<file path="src/rtl/logic_gate_unit.sv">
// Registered WIDTH-bit bitwise logic unit with a one-deep valid/ready output stage.
// Optional exhaustive sweep engine built when LOGIC_GATE_UNIT_SWEEP_EN is defined.
module logic_gate_unit #(
   parameter int WIDTH = 4
) (
   input  logic             clk,
   input  logic             rst,
   input  logic             in_valid,
   output logic             in_ready,
   input  logic [WIDTH-1:0] a,
   input  logic [WIDTH-1:0] b,
   input  logic [2:0]       op,
   output logic             out_valid,
   input  logic             out_ready,
   output logic [WIDTH-1:0] y,
   input  logic             sweep_start,
   output logic             sweep_busy,
   output logic             sweep_done,
   output logic [WIDTH-1:0] sweep_sig
);

   function automatic logic [WIDTH-1:0] gate_fn(input logic [2:0]       f,
                                                input logic [WIDTH-1:0] x,
                                                input logic [WIDTH-1:0] z);
      logic [WIDTH-1:0] r;
      case (f)
         3'd0:    r = x & z;
         3'd1:    r = x | z;
         3'd2:    r = x ^ z;
         3'd3:    r = ~(x & z);
         3'd4:    r = ~(x | z);
         3'd5:    r = ~(x ^ z);
         3'd6:    r = ~x;
         default: r = x;
      endcase
      return r;
   endfunction

   logic idle;
   logic accept;

   assign in_ready = idle && (!out_valid || out_ready);
   assign accept   = in_valid && in_ready;

   // Output register: a new result may replace the one being consumed in the same cycle.
   always_ff @(posedge clk) begin
      if (rst) begin
         out_valid <= 1'b0;
         y         <= '0;
      end else if (accept) begin
         out_valid <= 1'b1;
         y         <= gate_fn(op, a, b);
      end else if (out_ready) begin
         out_valid <= 1'b0;
      end
   end

`ifdef LOGIC_GATE_UNIT_SWEEP_EN

   typedef enum logic [1:0] {
      IDLE  = 2'd0,
      SWEEP = 2'd1,
      DONE  = 2'd2
   } state_t;

   state_t             state;
   state_t             state_next;
   logic [2*WIDTH-1:0] cnt;
   logic [2:0]         op_lat;
   logic [WIDTH-1:0]   sig;
   logic               sweep_go;

   function automatic logic [WIDTH-1:0] rotl1(input logic [WIDTH-1:0] x);
      logic [WIDTH-1:0] r;
      for (int i = 0; i < WIDTH; i++) begin
         r[i] = x[(i + WIDTH - 1) % WIDTH];
      end
      return r;
   endfunction

   assign sweep_go = sweep_start && !out_valid && !in_valid;

   always_comb begin
      state_next = state;
      case (state)
         IDLE:    if (sweep_go) state_next = SWEEP;
         SWEEP:   if (&cnt) state_next = DONE;
         DONE:    state_next = IDLE;
         default: state_next = IDLE;
      endcase
   end

   // Counter supplies {a,b} with a in the upper half; signature folds each result.
   always_ff @(posedge clk) begin
      if (rst) begin
         state  <= IDLE;
         cnt    <= '0;
         op_lat <= '0;
         sig    <= '0;
      end else begin
         state <= state_next;
         if (state == IDLE && state_next == SWEEP) begin
            op_lat <= op;
            cnt    <= '0;
            sig    <= '0;
         end else if (state == SWEEP) begin
            cnt <= cnt + 1'b1;
            sig <= rotl1(sig) ^ gate_fn(op_lat, cnt[2*WIDTH-1:WIDTH], cnt[WIDTH-1:0]);
         end
      end
   end

   assign idle       = (state == IDLE);
   assign sweep_busy = (state == SWEEP);
   assign sweep_done = (state == DONE);
   assign sweep_sig  = sig;

`else

   logic unused_sweep_start;

   assign unused_sweep_start = sweep_start;
   assign idle       = 1'b1;
   assign sweep_busy = 1'b0;
   assign sweep_done = 1'b0;
   assign sweep_sig  = '0;

`endif

endmodule

</file>
<file path="config.mk">
export PLATFORM = sky130hd
export DESIGN_NAME = logic_gate_unit
export DESIGN_NICKNAME = d
export VERILOG_FILES = /design/src/rtl/logic_gate_unit.sv
export SDC_FILE = /design/constraint.sdc
export NUM_CORES = 1
export LEC_CHECK = 0
export CAP_MARGIN = 40
export CORE_MARGIN = 5
export CORE_UTILIZATION = 44
export CTS_CLUSTER_SIZE = 20
export DETAILED_ROUTE_END_ITERATION = 16
export GPL_TIMING_DRIVEN = 1
export PLACE_DENSITY = 0.93
export SETUP_SLACK_MARGIN = 0.2
export SYNTH_ARGS = -nofsm -noshare
export SYNTH_HDL_FRONTEND = slang
export SYNTH_SLANG_ARGS = --single-unit
</file>
<file path="constraint.sdc">
create_clock -name clk -period 3.2 [get_ports clk]
set_clock_uncertainty 0.05 [all_clocks]
set_input_delay 0.64 -clock clk [delete_from_list [all_inputs] [get_ports clk]]
set_output_delay 0.64 -clock clk [all_outputs]
set_load 0.005 [all_outputs]
</file>
==> results.yml <==
layout:
  antennaDiodeCount: 0
  syn_to_final_growth_pct: 28.6
  drive_gt1_frac: 0.0476
  layout_commonest_cell: "clkdlybuf4s50_1"
  nNetsFinal: 130
  final_cell_mix: "clkdlybuf4s50_1 (20), inv_1 (10), nor2_1 (9)"
  final_core_util: 0.581
floorplan:
  rows: 14
  die_h_um: 48.6
  coreArea_um2: 1450
  die_w_um: 48.6
  start_util: 0.452
  die-area_um2: 2370
  io_pins: 28
global_route:
  grt_usage: 0.116
  grt_pass1_vias: 552
  antenna_found_initial: 0
  grt_pass1_wl_um: 2240
  grt_max_degree: 19
  use_met2: 0.193
  grt_overflow: 0
  busiest_layer: "met2"
  met1_usage: 0.122
  use_met3: 0.0368
timing:
  max-slew-margin-rel: 0.644
  min_period_ns: 2.46
  worst_pin_slew_ns: 0.532
  final-setup-viol-count: 0
  fin_crit_sh: 0.770
  rsz0062_at_grt: "false"
  tns_ns: 0
  clock.fmax_mhz: 406
  timing_hold_violations_final: 0
  final_max_slew_viol_count: 0
placed_design:
  globalplace.congestion: 0.729
  numPortBuffers: 20
  hpwl_um: 1210
clocking:
  clock_sinks: 5
  cts.clk_slew.worst_paths_ns: 0.05
  cts_tree: "yes"
  cts_buffers: 3
  cts_buffer_depth: 2
  postCtsHoldBufs: 0
  clk_latency_ns: 0.24
  postCtsSetupBuffers: 0
  post_cts_resized: 0
  root_buffer: "clkbuf_4"
  htree_levels: 1
worst_setup_path:
  crit_family: "buffers and inverters"
  ff2ff_setup_slack_ns: 2.04
  crit_fanout: 4
  worst_path_max_delay_cell: "clkdlybuf4s50_1"
  cp-end-kind: "output pin"
  timing.rr.end: "y[2]$_SDFFE_PP0P_"
  cp.buffers_inverters: 2
  slowest_delay_ns: 0.52
  r2r_start: "out_valid$_SDFFE_PP0P_"
  critPathArrivalTime_ns: 1.77
  cp_cell_sequence: "clkdlybuf4s50_1, nand2b_1, clkdlybuf4s50_1"
  reg2reg_depth: 4
  required_ns: 2.51
  critPathKind: "in2out"
  path_common_cell: "clkdlybuf4s50_1"
  cp-start-kind: "primary input"
synth:
  synth_warnings: 0
  synth-simple-area-share: 0.200
  synth_top_area_frac: 0.152
  syn_area_per_cell_um2: 7.64
  synth_top_cell_by_area: "dfxtp_1"
  synthArstFlopShare: 0
  synth_top_family_by_area: "compound AO/OA/AOI/OAI gates"
  ys_types: 28
  synth_compound_area_frac: 0.236
  ys_ff_latch: 5
  synthesis.area_um2: 657
  yosys_most_used_dff: "dfxtp_1"
  synthTopCellsByArea: "dfxtp_1 (15%), ha_1 (15%), buf_4 (6.9%), inv_1 (5.7%), nor2b_1 (5.7%)"
  synthCells: 86
  synth_mux_area_frac: 0.0648
  synth-xor-area-share: 0.0133
  synth-edff-count: 0
  synth-seq-area-share: 0.152
  synthAdderAreaFrac: 0.152
hold_path:
  hold_class: "reg2reg"
  hold_depth: 2
  hp-start: "y[3]$_SDFFE_PP0P_"
  whs_endpoint: "y[3]$_SDFFE_PP0P_"
detailed_routing:
  drt_pass1_iterations: 4
  ant_nets: 0
  first_iter_violations: 5
  wl_per_cell_um: 12.4
  drt_drc_violations_left: 0
  drt-total-wl_um: 1500
  viasPerCell: 5.34
  dr_total_vias: 646
power:
  p_leak_nw: 0.370
  vdd_drop_max_uv: 117
  powerDensity_nw_per_um2: 278
run:
  max_cap_viol_count: 0
status:
  status: "completed"
-- final cells by class --
| cell class | count | area [um2] |
|---|---|---|
| fillers | 140 | 609 |
| multi-input cells | 66 | 460 |
| repair buffers | 20 | 200 |
| flip-flops and latches | 5 | 100 |
| inverters | 10 | 37.5 |
| clock buffers | 4 | 26.3 |
| well taps | 16 | 20.0 |
-- sequential cells by signal, indices dropped and copies added (netlist names) --
register and count:
y 4, out_valid 1
-- kinds of logic after synthesis --
group,after synthesis
AND/OR/NAND/NOR,26
flip-flops,5
AO/OA/AOI/OAI,22
buffers and inverters,20
multiplexers,3
XOR/XNOR,1
other,1
adder cells (fa/ha/maj),8
-- worst min-delay path, cell delays in order (launching register included) --
cell and delay [ns]:
dfxtp_1 0.32, nand2_1 0.05, o31ai_1 0.05
-- how the worst max path moves through the flow --
stage              start                 to  slack [ns]  depth (start not counted)
2_1_floorplan       a[0]  y[0]$_SDFFE_PP0P_        1.24                          6
3_3_place_gp        a[0]  y[0]$_SDFFE_PP0P_        0.66                          7
3_5_place_dp        a[0]  y[0]$_SDFFE_PP0P_        0.61                          7
4_1_cts        out_ready           in_ready        0.73                          3
5_1_grt        out_ready           in_ready        0.70                          3
6_report       out_ready           in_ready        0.74                          3
-- stage by stage --
stage          instance area [um2]  power (mW)  worst slack [ns]  instances  hold slack, ns
2_1_floorplan                  676       0.127              1.24         91           0.399
3_3_place_gp                   818       0.155             0.661        117           0.390
3_5_place_dp                   818       0.160             0.606        117           0.398
4_1_cts                        845       0.236             0.730        121           0.408
5_1_grt                        845       0.249             0.696        121           0.437
6_report                       845       0.235             0.736        121           0.402
-- where the power goes --
part	switching [mW]	leakage, nW	internal, mW
Combinational	0.0408	0.313	0.0485
Sequential	0.00241	0.0413	0.0678
Clock	0.0282	0.0150	0.0473
-- per-layer routing --
layer  vias up  part of all wire
met4         0             0.030
li1        325                 -
met5         -                 0
met3         6             0.087
met1       290              0.38
met2        25              0.50
-- cells in the mapped netlist (all sizes together) (2+ instances only) --
cell     n
a22oi    2
dfxtp    5
inv     10
mux2i    2
buf     10
o31ai    3
a311oi   4
nor2     9
ha       8
nor2b    6
nand2    6
a21oi    7
o21ai    2
Power figures use the tool's default switching activity.
==> RTL change (config.mk and constraints unchanged) <==
Change the parameter `WIDTH` from 4 to 5.
--- a/src/rtl/logic_gate_unit.sv
+++ b/src/rtl/logic_gate_unit.sv
@@ -3,3 +3,3 @@
 module logic_gate_unit #(
-   parameter int WIDTH = 4
+   parameter int WIDTH = 5
 ) (
Interface: changed (resized a, b, sweep_sig and y); port bits go from 28 to 32. The function was not compared with the original's and may differ.
==> RTL change against the original RTL <==
  * Sequential cell count up 1
  * Power increased by 14%
  * Sequential power increased by 20%
  * Setup slack better by 0.0027 ns
  * Wire length grew 24%
  * Via count up 27%
  * Synthesized area increased by 29%
  * Final area grew 26%
  * Combinational power up 31%
  * Largest cell class unchanged
==> RTL change: results (changes against the original RTL) <==
[metrics] nets@finish: 163 (+25%)
[metrics] slowest library cell on the worst path: clkdlybuf4s50_1
[metrics] CTS max path bufs: 2 (unchanged)
[metrics] drt via density: 5.21 (-2.4%)
[metrics] Skew-Pair Late Insertion Delay: 0.24 ns (about the same)
[metrics] per-cell routed wire length: 11.7 um (-5.2%)
[metrics] all-layer global routing usage: 14.7% (+3.0 points)
[metrics] Pre-Repair DR Iteration Count: 4 (unchanged)
[metrics] Distinct cells, synth: 33 (+18%)
[metrics] depth of the CTS H-tree: 1 (unchanged)
[metrics] # diodes: 0 (unchanged)
[metrics] top cells by area, synth: ha_1, dfxtp_1, buf_4
[metrics] Detailed Place HPWL: 1510 um (+24%)
[metrics] registers with the most flip-flops: y x5, out_valid x1
[metrics] share of flip-flops with an asynchronous set or reset after synthesis: 0% (unchanged)
[metrics] worst max-slew margin expressed relative to the limit: 47.9% (-17 points)
[metrics] first-pass GRT wire length: 3220 um (+44%)
[metrics] outcome: finished clean
[metrics] P_leak: 0.454 nW (+23%)
[metrics] Yosys warning total: 0 (unchanged)
[metrics] proportion of synthesized chip area in sequential cells: 14.2% (-1.0 points)
[metrics] predominant post-synthesis flop cell: dfxtp_1
[metrics] clk slew on worst S/H paths: approximately 0.040 ns
[metrics] Root Buffer: clkbuf_4
[metrics] iteration-0 DRC count of the detailed router: 15 (+10)
[metrics] class of the tightest hold or removal check: flop to flop
[metrics] number of cells upsized or downsized after cts: 0 (unchanged)
[metrics] maximum ir drop on the vdd rail: 0.117 mV (+0.37%)
[metrics] Detail Route Antenna Nets: 0 (unchanged)
[metrics] number of I/O port buffers: 23 (+15%)
[metrics] number of antenna violations at the first check in global routing: 0 (unchanged)
[metrics] most numerous cell types in the synthesized netlist: nand2_1, inv_1, ha_1, a21oi_1
[metrics] cell family with the largest share of critical-path delay: buffers and inverters
[metrics] largest net degree at the start of global routing: 26 (+7)
[metrics] post-placement setup slack: 0.653 ns (+0.0469 ns)
[metrics] buffers inserted during post-CTS setup optimization: 0 (unchanged)
[metrics] cts bufs inserted: 3 (unchanged)
[metrics] fraction of layout cells with a size suffix above 1: 9.77% (+5.0 points)
[metrics] largest driver fanout on the critical path: 4 (unchanged)
[metrics] final weighted congestion in routability-driven placement: 0.789 (+8.2%)
[metrics] slowest stage delay, CP: 0.52 ns (about the same)
[metrics] number of global-route vias before repair: 814 (+47%)
-- RTL change: cell count changes after synthesis, sizes merged, moves of 2 or more --
cell / delta
a2111oi: +3
a21oi: +2
a22oi: -2
a311oi: -3
a31oi: +4
and3: +3
buf: +3
ha: +2
inv: +3
mux2i: -2
nand2: +6
nand2b: +2
nor2b: -3
o21ai: +10
-- RTL change: worst reg2reg max path, delay by kind of cell (launching register included) --
kind            cells  cell delay, ns
simple gates        3            0.42
compound gates      2            0.32
flops               1            0.30
-- RTL change: area by class of cell --
type | count | area [sq um]
Fill cell | 161 | 721
Multi-Input combinational cell | 87 | 602
Timing Repair Buffer | 24 | 238
Sequential cell | 6 | 120
Inverter | 13 | 48.8
Tap cell | 25 | 31.3
Clock buffer | 3 | 22.5
-- RTL change: final timing paths --
| check | startpoint | to | slack (ns) | depth (start not counted) |
|---|---|---|---|---|
| max | out_ready | in_ready | 0.74 | 3 |
| max reg2reg | out_valid$_SDFFE_PP0P_ | y[2]$_SDFFE_PP0P_ | 2.05 | 5 |
| min | y[4]$_SDFFE_PP0P_ | y[4]$_SDFFE_PP0P_ | 0.39 | 2 |
| min reg2reg | y[4]$_SDFFE_PP0P_ | y[4]$_SDFFE_PP0P_ | 0.39 | 2 |
-- RTL change: layer usage --
metal / track usage (%) / share of wire, % / vias up
met2: 26.2 / 50 / 38
met5: 0 / 0 / -
met1: 17.3 / 41 / 359
met3: 1.11 / 7.5 / 4
li1: - / - / 422
met4: 7.23 / 0.65 / 0
-- RTL change: cells by family after synthesis --
family | after synthesis | share of synthesized area, %
simple gates | 33 | 19.8
fa+ha+maj | 10 | 14.8
buf+inv | 26 | 17.3
compound gates | 37 | 33.4
flops | 6 | 14.2
other cells | 1 | 0.443
-- RTL change: power breakdown --
part / switching, mW / internal (mW) / total (mW)
clock network: 0.0257 / 0.0423 / 0.0680
registers: 0.00276 / 0.0813 / 0.0840
logic: 0.0566 / 0.0602 / 0.117
-- RTL change: stage by stage --
stage               instance area, sq um  hold slack (ns)  std cells
global placement                    1040            0.385        155
CTS                                 1060            0.400        158
global route                        1060            0.415        158
floorplan                            868            0.393        119
detailed placement                  1040            0.394        155
finish                              1060            0.392        158
